--- config.mk ---
export PLATFORM = sky130hd
export DESIGN_NAME = vga_timing_gen
export DESIGN_NICKNAME = d
export VERILOG_FILES = /design/src/rtl/vga_timing_pkg.sv /design/src/rtl/vga_axis_counter.sv /design/src/rtl/vga_timing_gen.sv
export SDC_FILE = /design/constraint.sdc
export NUM_CORES = 1
export LEC_CHECK = 0
export CAP_MARGIN = 20
export CORE_MARGIN = 8
export CORE_UTILIZATION = 42
export CTS_CLUSTER_DIAMETER = 200
export CTS_CLUSTER_SIZE = 24
export DETAILED_ROUTE_END_ITERATION = 10
export PLACE_DENSITY = 0.69
export SYNTH_ARGS = -nofsm -noshare
export SYNTH_HDL_FRONTEND = slang
export SYNTH_HIERARCHICAL = 1
export SYNTH_SLANG_ARGS = --single-unit
--- constraint.sdc ---
create_clock -name vga_clk -period 4.7 [get_ports vga_clk]
set_input_delay 1.175 -clock vga_clk [delete_from_list [all_inputs] [get_ports vga_clk]]
set_output_delay 1.175 -clock vga_clk [all_outputs]
set_load 0.005 [all_outputs]
--- src/rtl/vga_timing_pkg.sv ---
// Default 640x480@60 raster timing and the shared coordinate type for the VGA path.
package vga_timing_pkg;

  localparam int DEF_H_VISIBLE = 640;
  localparam int DEF_H_FP      = 16;
  localparam int DEF_H_SYNC    = 96;
  localparam int DEF_H_BP      = 48;
  localparam int DEF_V_VISIBLE = 480;
  localparam int DEF_V_FP      = 10;
  localparam int DEF_V_SYNC    = 2;
  localparam int DEF_V_BP      = 33;

  localparam int COORD_W     = 10;
  localparam int COORD_LIMIT = 1 << COORD_W;

  typedef logic [COORD_W-1:0] pixel_coord_t;

  function automatic pixel_coord_t to_coord(input int value);
    return pixel_coord_t'(value);
  endfunction

endpackage

--- src/rtl/vga_axis_counter.sv ---
// One raster axis: terminal-count counter plus sync/visible decode of the NEXT count,
// so the parent can register the decodes in the same edge that loads the count.
module vga_axis_counter
  import vga_timing_pkg::*;
#(
  parameter int VISIBLE = DEF_H_VISIBLE,
  parameter int FP      = DEF_H_FP,
  parameter int SYNC    = DEF_H_SYNC,
  parameter int BP      = DEF_H_BP
) (
  input  logic       i_clk,
  input  logic       i_rst,
  input  logic       i_en,
  output logic [9:0] o_count,
  output logic [9:0] o_next,
  output logic       o_wrap,
  output logic       o_sync_n_next,
  output logic       o_visible_next
);

  localparam int TOTAL      = VISIBLE + FP + SYNC + BP;
  localparam int SYNC_START = VISIBLE + FP;
  localparam int SYNC_END   = VISIBLE + FP + SYNC;
  localparam pixel_coord_t C_LAST = to_coord(TOTAL - 1);

  if (TOTAL > COORD_LIMIT) begin : g_total_too_large
    $error("vga_axis_counter: axis total %0d exceeds %0d", TOTAL, COORD_LIMIT);
  end

  pixel_coord_t r_count;
  pixel_coord_t w_next;
  logic         w_wrap;
  logic [31:0]  w_next_ext;

  assign w_wrap = i_en && (r_count == C_LAST);

  always_comb begin
    w_next = r_count;
    if (i_en) begin
      w_next = w_wrap ? '0 : r_count + pixel_coord_t'(1);
    end
  end

  always_ff @(posedge i_clk or posedge i_rst) begin
    if (i_rst) begin
      r_count <= '0;
    end else begin
      r_count <= w_next;
    end
  end

  // Widen once so the decodes compare against the integer timing parameters cleanly.
  assign w_next_ext = 32'(w_next);

  assign o_count        = r_count;
  assign o_next         = w_next;
  assign o_wrap         = w_wrap;
  assign o_sync_n_next  = !((w_next_ext >= SYNC_START) && (w_next_ext < SYNC_END));
  assign o_visible_next = (w_next_ext < VISIBLE);

endmodule

--- src/rtl/vga_timing_gen.sv ---
// Free-running 640x480@60 raster source: DrawX/DrawY, blank, hs/vs and frame/vblank strobes, all registered.
// Optional completed-frame counter is built only when VGA_TIMING_FRAME_COUNT_EN is defined.
module vga_timing_gen
  import vga_timing_pkg::*;
#(
  parameter int H_VISIBLE = DEF_H_VISIBLE,
  parameter int H_FP      = DEF_H_FP,
  parameter int H_SYNC    = DEF_H_SYNC,
  parameter int H_BP      = DEF_H_BP,
  parameter int V_VISIBLE = DEF_V_VISIBLE,
  parameter int V_FP      = DEF_V_FP,
  parameter int V_SYNC    = DEF_V_SYNC,
  parameter int V_BP      = DEF_V_BP
) (
  input  logic        vga_clk,
  input  logic        reset,
  output logic [9:0]  DrawX,
  output logic [9:0]  DrawY,
  output logic        blank,
  output logic        hs,
  output logic        vs,
  output logic        frame_start,
  output logic        vblank_start,
  output logic [15:0] frame_count
);

  localparam pixel_coord_t C_V_VIS = to_coord(V_VISIBLE);

  logic [9:0] w_h_count;
  logic [9:0] w_h_next;
  logic       w_h_wrap;
  logic       w_hs_n_next;
  logic       w_h_vis_next;
  logic [9:0] w_v_count;
  logic [9:0] w_v_next;
  logic       w_v_wrap;
  logic       w_vs_n_next;
  logic       w_v_vis_next;

  logic r_blank;
  logic r_hs;
  logic r_vs;
  logic r_frame_start;
  logic r_vblank_start;

  vga_axis_counter #(
    .VISIBLE (H_VISIBLE),
    .FP      (H_FP),
    .SYNC    (H_SYNC),
    .BP      (H_BP)
  ) u_h_axis (
    .i_clk          (vga_clk),
    .i_rst          (reset),
    .i_en           (1'b1),
    .o_count        (w_h_count),
    .o_next         (w_h_next),
    .o_wrap         (w_h_wrap),
    .o_sync_n_next  (w_hs_n_next),
    .o_visible_next (w_h_vis_next)
  );

  vga_axis_counter #(
    .VISIBLE (V_VISIBLE),
    .FP      (V_FP),
    .SYNC    (V_SYNC),
    .BP      (V_BP)
  ) u_v_axis (
    .i_clk          (vga_clk),
    .i_rst          (reset),
    .i_en           (w_h_wrap),
    .o_count        (w_v_count),
    .o_next         (w_v_next),
    .o_wrap         (w_v_wrap),
    .o_sync_n_next  (w_vs_n_next),
    .o_visible_next (w_v_vis_next)
  );

  // Registering next-value decodes keeps every output on the same edge as DrawX/DrawY.
  always_ff @(posedge vga_clk or posedge reset) begin
    if (reset) begin
      r_blank        <= 1'b0;
      r_hs           <= 1'b1;
      r_vs           <= 1'b1;
      r_frame_start  <= 1'b0;
      r_vblank_start <= 1'b0;
    end else begin
      r_blank        <= w_h_vis_next && w_v_vis_next;
      r_hs           <= w_hs_n_next;
      r_vs           <= w_vs_n_next;
      r_frame_start  <= w_v_wrap;
      r_vblank_start <= (w_h_next == '0) && (w_v_next == C_V_VIS);
    end
  end

`ifdef VGA_TIMING_FRAME_COUNT_EN
  logic [15:0] r_frame_count;

  always_ff @(posedge vga_clk or posedge reset) begin
    if (reset) begin
      r_frame_count <= 16'h0;
    end else if (w_v_wrap) begin
      r_frame_count <= r_frame_count + 16'd1;
    end
  end

  assign frame_count = r_frame_count;
`else
  assign frame_count = 16'h0;
`endif

  assign DrawX        = w_h_count;
  assign DrawY        = w_v_count;
  assign blank        = r_blank;
  assign hs           = r_hs;
  assign vs           = r_vs;
  assign frame_start  = r_frame_start;
  assign vblank_start = r_vblank_start;

endmodule

==> impl_metrics.env, run 1 <==
export IMPL_ys_seq_area_frac=0.406
export IMPL_ant_nets=0
export IMPL_drive_above_1_share=0.0749
export IMPL_fmax_mhz=379
export IMPL_clk_latency_ps=260
export IMPL_critPathMaxFanout=13
export IMPL_cts_root_buf="clkbuf_8"
export IMPL_synth_top_area_cell="dfrtp_1"
export IMPL_grt_max_degree=14
export IMPL_power_w=0.000574
export IMPL_period_minus_slack_ps=2640
export IMPL_timing_hold_violations_final=0
export IMPL_avgSynthCellArea_um2=9.61
export IMPL_synth_area_leaders="dfrtp_1, buf_4, xor2_1"
export IMPL_synth_top_area_frac=0.372
export IMPL_io_pins=43
export IMPL_cts_tree="yes"
export IMPL_end_kind="flip-flop"
export IMPL_die_area_um2=5880
export IMPL_vias=1215
export IMPL_grt_pass1_wl_um=5820
export IMPL_rsz0062_at_grt="false"
export IMPL_p_clk_frac=0.213
export IMPL_grt_pass1_vias=1164
export IMPL_synth_top_flop_cell="dfrtp_1"
export IMPL_grtUsageMet2=0.189
export IMPL_grt_busiest_layer="met2"
export IMPL_synth_edf_count=0
export IMPL_netlist_instances=161
export IMPL_antenna_found_initial=0
export IMPL_initial_utilization=0.429
export IMPL_fin_area_um2=1830
export IMPL_die_w_um=76.7
export IMPL_viasPerCell=5.17
export IMPL_final_cells=235
export IMPL_ir_worst_vdd_mv=0.177
export IMPL_setup_tns_ps=0
export IMPL_post_route_drc_count=0
export IMPL_power_frac_seq=0.505
export IMPL_p_int_w=0.000387
export IMPL_die_h_um=76.7
export IMPL_period_share=0.562
export IMPL_row_count=22
export IMPL_async_flop_share=1.00
export IMPL_clock_skew_ps=2.17
export IMPL_p_sw_frac=0.327
export IMPL_drtIter0Drc=86
export IMPL_numPortBuffers=26
export IMPL_grt_ovfl_total=0
export IMPL_status="complete, no violations"
export IMPL_crit_type="reg2reg"
export IMPL_dpl_hpwl_um=2710
export IMPL_nNetsFinal=193
export IMPL_cts_made_buffers=3
export IMPL_wl_um=3400
export IMPL_met3_usage=0.0221
export IMPL_p_sw_w=0.000187
export IMPL_hold_path_class="reg2reg"
export IMPL_synth_cell_types=42
export IMPL_finalSetupViolations=0
export IMPL_cts_clk_slew_worst_paths_ps=80
export IMPL_routabilityCongestion=0.865
export IMPL_pwr_share_comb=0.282
export IMPL_cp_required_ps=4890
export IMPL_leakage_nw=0.779
export IMPL_worstPathArrival_ps=2830
export IMPL_h_tree_depth=1
export IMPL_area_delta_synth_final_pct=18.0
export IMPL_clockBufferDepth=2
export IMPL_worstMarginPinSlew_ps=528
export IMPL_synth_seq_cells=25
export IMPL_cts_sinks=25
export IMPL_syn_area_um2=1550
export IMPL_synth_most_common_cell="dfrtp_1"
export IMPL_p_per_area_nw_per_um2=314
export IMPL_dp_cells=231
export IMPL_start_kind="flip-flop"
export IMPL_yosys_top_cells_count="dfrtp_1, buf_4, nor2_1"
export IMPL_cap_violations=0
export IMPL_drtPass1Iterations=4
export IMPL_cts_resized=0
export IMPL_antennaDiodeCount=0
export IMPL_yosys_warnings=6
export IMPL_cts_setup_buffers=0
export IMPL_maxSlewHeadroom=0.645
export IMPL_wl_per_cell_um=14.5
export IMPL_core_area_um2=3610
export IMPL_finalMaxSlewViolations=0
export IMPL_grtUsageTotal=0.118
export IMPL_fin_util=0.507
export IMPL_placed_area_um2=1780
export IMPL_met1_usage=0.146
export IMPL_cts_hold_buf=0
==> power groups by stage <==
stage	Combinational (W)	Sequential, W	Clock [W]
after global routing	0.000182	0.000296	0.000134
final	0.000162	0.000290	0.000122
after CTS	0.000163	0.000291	0.000128
after global placement	0.000161	0.000292	0
after floorplan	0.0000946	0.000287	0
after detailed placement	0.000163	0.000295	0
==> per-stage QoR <==
| stage | setup slack (ps) | hold WS [ps] |
|---|---|---|
| final | 2060 | 602 |
| after global routing | 1760 | 623 |
| after CTS | 2030 | 592 |
| after detailed placement | 2070 | 576 |
| after global placement | 2160 | 583 |
| after floorplan | 2260 | 539 |
==> per-layer routing <==
| metal | routed length [um] | vias to the layer above | share of wire |
|---|---|---|---|
| met3 | 169 | 4 | 0.050 |
| met5 | 0 | - | 0 |
| met4 | 51 | 0 | 0.015 |
| met1 | 1460 | 589 | 0.43 |
| li1 | - | 591 | - |
| met2 | 1720 | 31 | 0.51 |
==> cells by family after synthesis <==
family	after synthesis	synth area share
and+or+nand+nor	71	0.293
buffers and inverters	30	0.121
DFF	25	0.406
AOI/OAI and AO/OA	14	0.0574
xor gates and xnor gates	13	0.0736
adders and majority gates	3	0.0243
muxes	3	0.0202
other	2	0.00485
==> final timing paths <==
path	slack, ps	startpoint	cells past startpoint	end
min in group asynchronous	1160	reset	2	frame_start$_DFF_PP0_
worst max register to register	2060	u_h_axis/o_count[0]$_DFF_PP0_	11	vblank_start$_DFF_PP0_
worst max-delay path	2060	u_h_axis/o_count[0]$_DFF_PP0_	11	vblank_start$_DFF_PP0_
worst min register to register	600	u_v_axis/o_count[8]$_DFF_PP0_	1	u_v_axis/o_count[8]$_DFF_PP0_
worst min-delay path	600	u_v_axis/o_count[8]$_DFF_PP0_	1	u_v_axis/o_count[8]$_DFF_PP0_
max in group asynchronous	3160	reset	2	u_h_axis/o_count[0]$_DFF_PP0_
==> sequential cells by signal, indices dropped and copies added (netlist names) <==
signal and cells:
u_v_axis/o_count 10, blank 1, vblank_start 1, u_h_axis/o_count 10, vs 1, frame_start 1, hs 1
==> final cells by class <==
class	instances	area [um2]
Timing Repair Buffer	27	268
Clock buffer	4	45.0
Sequential cell	25	628
Multi-Input combinational cell	121	788
Fill cell	332	1780
Tap cell	48	60.1
Inverter	10	37.5
==> layout by cell type, fill, tap and decap left out, types with 6 or more instances in the layout <==
master	n
nand4_1	8
nand3_1	8
clkdlybuf4s50_1	26
conb_1	17
nor2_1	14
nand2_1	10
xnor2_1	6
xor2_1	7
dfrtp_1	23
inv_1	10
==> worst max-delay path, stage by stage (launching register included) <==
cell,delay (ps)
dfrtp_1,430
ha_1,300
nand4b_1,170
nor4_2,160
buf_4,240
and3_1,170
and4_1,350
or3b_1,150
o21ai_0,120
nor4_1,260
nand2_1,110
nor3_2,110
(Power assumes the default switching activity.)
==> inputs of run 2 (changes only) <==
==> constraint.sdc (replaced) <==
create_clock -name vga_clk -period 2.6 [get_ports vga_clk]
set_input_delay 0.65 -clock vga_clk [delete_from_list [all_inputs] [get_ports vga_clk]]
set_output_delay 0.65 -clock vga_clk [all_outputs]
set_load 0.005 [all_outputs]
==> impl_metrics.env, run 2 (same netlist as run 1, synthesis figures left out) <==
export IMPL_status="complete, no violations"
export IMPL_final_common_cell="clkdlybuf4s50_1"
export IMPL_leakage_nw=0.821
export IMPL_crit_type="reg2reg"
export IMPL_power_frac_seq=0.466
export IMPL_viasPerCell=5.19
export IMPL_nNetsFinal=201
export IMPL_period_share=0.965
export IMPL_cts_hold_buf=0
export IMPL_grt_pass1_wl_um=5720
export IMPL_dpl_hpwl_um=2690
export IMPL_cp_required_ps=2780
export IMPL_worstMarginPinSlew_ps=554
export IMPL_initial_utilization=0.429
export IMPL_p_sw_frac=0.335
export IMPL_hold_path_class="reg2reg"
export IMPL_fin_util=0.525
export IMPL_period_minus_slack_ps=2510
export IMPL_cts_made_buffers=3
export IMPL_routabilityCongestion=0.870
export IMPL_worstPathArrival_ps=2690
export IMPL_maxSlewHeadroom=0.627
export IMPL_vias=1261
export IMPL_p_int_w=0.000729
export IMPL_layout_common_cells="clkdlybuf4s50_1, dfrtp_1, conb_1"
export IMPL_nFillCells=311
export IMPL_final_cells=243
export IMPL_power_w=0.00110
export IMPL_cts_sinks=25
export IMPL_end_kind="flip-flop"
export IMPL_drive_above_1_share=0.123
export IMPL_ir_worst_vdd_mv=0.327
export IMPL_drtPass1Iterations=4
export IMPL_fmax_mhz=398
export IMPL_p_clk_frac=0.200
export IMPL_antennaDiodeCount=0
export IMPL_post_route_drc_count=0
export IMPL_cts_clk_slew_worst_paths_ps=80
export IMPL_die_w_um=76.7
export IMPL_cpPeakStageDelay_ps=380
export IMPL_rr_worst_depth=10
export IMPL_die_area_um2=5880
export IMPL_core_area_um2=3610
export IMPL_clockBufferDepth=2
export IMPL_finalMaxSlewViolations=0
export IMPL_grtUsageTotal=0.114
export IMPL_io_pins=43
export IMPL_ant_nets=0
export IMPL_wl_per_cell_um=14.4
export IMPL_finalSetupViolations=0
export IMPL_wl_um=3510
export IMPL_grt_max_degree=14
export IMPL_whs_path_depth=1
export IMPL_die_h_um=76.7
export IMPL_critPathMaxFanout=8
export IMPL_drtIter0Drc=79
export IMPL_row_count=22
export IMPL_p_sw_w=0.000367
export IMPL_start_kind="flip-flop"
export IMPL_setup_tns_ps=0
export IMPL_numPortBuffers=26
export IMPL_cp_slowest_cell="dfrtp_1"
export IMPL_clk_latency_ps=260
export IMPL_grt_pass1_vias=1196
export IMPL_pwr_share_comb=0.333
export IMPL_cts_root_buf="clkbuf_8"
export IMPL_h_tree_depth=1
export IMPL_dp_cells=234
export IMPL_crit_chain="ha_1 -> nand4b_1 -> nor4_2 -> buf_4 -> and3_1 -> and4_2 -> nor2_1 -> nor4_1 -> nand4_1 -> nor3_2"
export IMPL_cap_violations=0
export IMPL_holdWs_ps=582
export IMPL_antenna_found_initial=0
export IMPL_p_per_area_nw_per_um2=579
export IMPL_grt_ovfl_total=0
export IMPL_cts_tree="yes"
export IMPL_timing_hold_violations_final=0
export IMPL_area_delta_synth_final_pct=22.4
export IMPL_clock_skew_ps=1.68
-- run 2: routing by layer --
layer  track usage  part of all wire
met1         0.140              0.41
met2         0.192              0.51
met3        0.0198             0.061
met4        0.0442             0.019
met5             0                 0
-- run 2: area by class of cell --
| class | count | area (um2) | share of cell area |
|---|---|---|---|
| Timing Repair Buffer | 35 | 328 | 0.173 |
| Multi-Input combinational cell | 121 | 796 | 0.420 |
| Sequential cell | 25 | 628 | 0.332 |
| Inverter | 10 | 37.5 | 0.0198 |
| Clock buffer | 4 | 45.0 | 0.0238 |
| Tap cell | 48 | 60.1 | 0.0317 |
-- run 2: timing repair --
| action | 4_1_cts | 5_1_grt |
|---|---|---|
| setup buffers | 0 | 5 |
| gates resized for setup | 0 | 2 |
| setup endpoints to repair | 0 | 1 |
-- run 2: power by group through the flow --
stage	combinational, W	sequential (W)	clock, W
3_5_place_dp	0.000337	0.000523	0
2_1_floorplan	0.000171	0.000520	0
3_3_place_gp	0.000336	0.000518	0
5_1_grt	0.000398	0.000521	0.000240
6_report	0.000365	0.000511	0.000220
4_1_cts	0.000339	0.000515	0.000229
-- run 2: worst max-delay path: cells and delay by family (launching register included) --
family,cells,cell delay (ps)
buffers and inverters,1,220
AND/OR/NAND/NOR,8,1640
flip-flops,1,380
adder cells (fa/ha/maj),1,200
-- run 2: per-stage QoR --
step	setup WS (ps)	cell area [um2]
floorplan	157	1600
global placement	200	1800
detailed placement	76.0	1800
CTS	26.6	1850
global route	-81.4	1890
finish	90.0	1890
-- run 2: worst paths after layout --
check / start / to / slack, ps
setup / recovery: u_h_axis/o_count[0]$_DFF_PP0_ / vblank_start$_DFF_PP0_ / 90
hold / removal: u_v_axis/o_count[8]$_DFF_PP0_ / u_v_axis/o_count[8]$_DFF_PP0_ / 580
setup reg to reg: u_h_axis/o_count[0]$_DFF_PP0_ / vblank_start$_DFF_PP0_ / 90
hold reg to reg: u_v_axis/o_count[8]$_DFF_PP0_ / u_v_axis/o_count[8]$_DFF_PP0_ / 580
max in group asynchronous: reset / u_h_axis/o_count[3]$_DFF_PP0_ / 1590
min in group asynchronous: reset / blank$_DFF_PP0_ / 630
==> inputs of run 3 (changes only) <==
--- a/config.mk
+++ b/config.mk
@@ -14,5 +14,4 @@
 export PLACE_DENSITY = 0.69
 export SYNTH_ARGS = -nofsm -noshare
 export SYNTH_HDL_FRONTEND = slang
-export SYNTH_HIERARCHICAL = 1
 export SYNTH_SLANG_ARGS = --single-unit
==> impl_metrics.env, run 3 <==
export IMPL_period_minus_slack_ps=2450
export IMPL_crit_type="reg2reg"
export IMPL_cts_clk_slew_worst_paths_ps=80
export IMPL_cp_slowest_cell="or4_4"
export IMPL_status="complete, no violations"
export IMPL_timing_hold_violations_final=0
export IMPL_cts_setup_buffers=0
export IMPL_critPathMaxFanout=5
export IMPL_synth_seq_cells=25
export IMPL_routabilityCongestion=0.870
export IMPL_synth_area_leaders="dfrtp_1, buf_4, nand2_1"
export IMPL_die_w_um=76.7
export IMPL_core_area_um2=3610
export IMPL_grt_pass1_wl_um=6530
export IMPL_initial_utilization=0.430
export IMPL_hold_path_class="reg2reg"
export IMPL_synth_fa_ha_area_frac=0.0242
export IMPL_drtIter0Drc=135
export IMPL_synth_edf_count=0
export IMPL_cpPeakStageDelay_ps=570
export IMPL_die_h_um=76.7
export IMPL_h_tree_depth=1
export IMPL_cts_hold_buf=0
export IMPL_clockBufferDepth=2
export IMPL_synth_simple_gate_area_frac=0.273
export IMPL_nFillCells=354
export IMPL_p_per_area_nw_per_um2=338
export IMPL_cts_sinks=25
export IMPL_area_delta_synth_final_pct=21.0
export IMPL_dp_cells=243
export IMPL_crit_chain="or3b_1 -> or4_4 -> or4_4 -> a211oi_2 -> and4bb_1"
export IMPL_ant_nets=0
export IMPL_synth_top_area_cell="dfrtp_1"
export IMPL_dpl_hpwl_um=2930
export IMPL_cts_root_buf="clkbuf_8"
export IMPL_grtUsageTotal=0.133
export IMPL_clk_latency_ps=270
export IMPL_io_pins=43
export IMPL_grt_pass1_vias=1327
export IMPL_grt_ovfl_total=0
export IMPL_die_area_um2=5890
export IMPL_worstMarginPinSlew_ps=632
export IMPL_fin_util=0.520
export IMPL_yosys_top_cells_count="dfrtp_1, buf_4, nand2_1"
export IMPL_synth_top_family_by_area="simple AND/OR/NAND/NOR gates"
export IMPL_async_flop_share=1.00
export IMPL_finalMaxSlewViolations=0
export IMPL_drive_above_1_share=0.111
export IMPL_synth_cell_types=48
export IMPL_nNetsFinal=205
export IMPL_yosys_warnings=0
export IMPL_synth_top_flop_cell="dfrtp_1"
export IMPL_synth_top_area_frac=0.372
export IMPL_synth_area_mux_share=0.00727
export IMPL_fmax_mhz=408
export IMPL_grt_max_degree=26
export IMPL_cp_required_ps=2810
export IMPL_fin_area_um2=1870
export IMPL_path_common_cell="or4_4"
export IMPL_cts_made_buffers=3
export IMPL_row_count=22
export IMPL_yosys_area_share_xor_xnor=0.0452
export IMPL_setup_tns_ps=0
export IMPL_cap_violations=0
export IMPL_finalSetupViolations=0
export IMPL_antennaDiodeCount=0
export IMPL_ys_seq_area_frac=0.405
export IMPL_rsz0062_at_grt="false"
export IMPL_placed_area_um2=1830
export IMPL_numPortBuffers=26
export IMPL_synth_most_common_cell="dfrtp_1"
export IMPL_final_common_cell="clkdlybuf4s50_1"
export IMPL_cts_resized=0
export IMPL_post_route_drc_count=0
export IMPL_layout_common_cells="clkdlybuf4s50_1, dfrtp_1, conb_1"
export IMPL_start_kind="flip-flop"
export IMPL_ir_worst_vdd_mv=0.175
export IMPL_period_share=0.942
export IMPL_netlist_instances=167
export IMPL_antenna_found_initial=0
export IMPL_leakage_nw=0.793
export IMPL_wl_per_cell_um=15.3
export IMPL_maxSlewHeadroom=0.575
export IMPL_synth_compound_area_frac=0.112
export IMPL_power_w=0.000633
export IMPL_cts_tree="yes"
export IMPL_drtPass1Iterations=4
export IMPL_critPathTopFamily="simple AND/OR/NAND/NOR gates"
export IMPL_clock_skew_ps=3.30
export IMPL_vias=1339
export IMPL_worstPathArrival_ps=2650
export IMPL_viasPerCell=5.42
export IMPL_end_kind="flip-flop"
export IMPL_syn_area_um2=1550
export IMPL_final_cells=247
export IMPL_crit_buf_inv=0
export IMPL_avgSynthCellArea_um2=9.28
export IMPL_wl_um=3790
-- run 3: cell types whose count changed after synthesis, sizes merged, moves of 3 or more --
cell | before | now
nand2 | 10 | 15
o21ai | 5 | 8
or4 | 0 | 3
o21a | 0 | 3
nor2 | 14 | 7
xor2 | 7 | 4
-- run 3: worst paths after layout --
check / from / to / slack, ps / cells past startpoint
min in group asynchronous: reset / u_h_axis.o_count[8]$_DFF_PP0_ / 720 / 3
worst min register to register: u_h_axis.o_count[0]$_DFF_PP0_ / u_h_axis.o_count[0]$_DFF_PP0_ / 500 / 1
worst min-delay path: u_h_axis.o_count[0]$_DFF_PP0_ / u_h_axis.o_count[0]$_DFF_PP0_ / 500 / 1
worst max-delay path: u_h_axis.o_count[9]$_DFF_PP0_ / vblank_start$_DFF_PP0_ / 150 / 5
max in group asynchronous: reset / vs$_DFF_PP1_ / 1590 / 3
worst max register to register: u_h_axis.o_count[9]$_DFF_PP0_ / vblank_start$_DFF_PP0_ / 150 / 5
-- run 3: cells by family (layout without fill, tap and decap cells) --
logic type | Yosys count | in the layout
AO/OA/AOI/OAI | 25 | 25
buffers and inverters | 31 | 48
adder cells (fa/ha/maj) | 3 | 3
other | 1 | 16
multiplexers | 1 | 1
XOR/XNOR | 8 | 8
flip-flops | 25 | 25
AND/OR/NAND/NOR | 73 | 73
-- run 3: through the flow --
| stage | setup slack, ps | hold WS (ps) |
|---|---|---|
| 3_5_place_dp | 167 | 499 |
| 3_3_place_gp | 238 | 468 |
| 6_report | 152 | 504 |
| 4_1_cts | 151 | 513 |
| 2_1_floorplan | 9.64 | 477 |
| 5_1_grt | 5.66 | 540 |
-- run 3: layer usage --
layer  part of all wire  track usage
met1               0.42        0.164
met2               0.48        0.205
met3              0.067       0.0338
met4              0.027       0.0769
met5                  0            0
-- run 3: worst register-to-register path, delay by kind of cell, from the launching register on --
family,cells,cell delay [ps]
flops,1,410
compound gates,1,260
simple gates,4,1710
-- run 3: area by class of cell --
type	instances	area, um2	area share
Tap cell	48	60.1	0.0320
Inverter	8	30.0	0.0160
Clock buffer	4	45.0	0.0240
Sequential cell	25	628	0.335
Timing Repair Buffer	36	335	0.179
Multi-Input combinational cell	126	776	0.414
-- run 3: power breakdown --
| group | switching, W | internal (W) | total (W) | leakage [nW] |
|---|---|---|---|---|
| Clock | 0.000119 | 0.000110 | 0.000228 | 0.0228 |
| Combinational | 0.0000133 | 0.00000241 | 0.0000157 | 0.447 |
| Sequential | 0 | 0.000389 | 0.000389 | 0.323 |
| Total | 0.000132 | 0.000501 | 0.000633 | 0.793 |
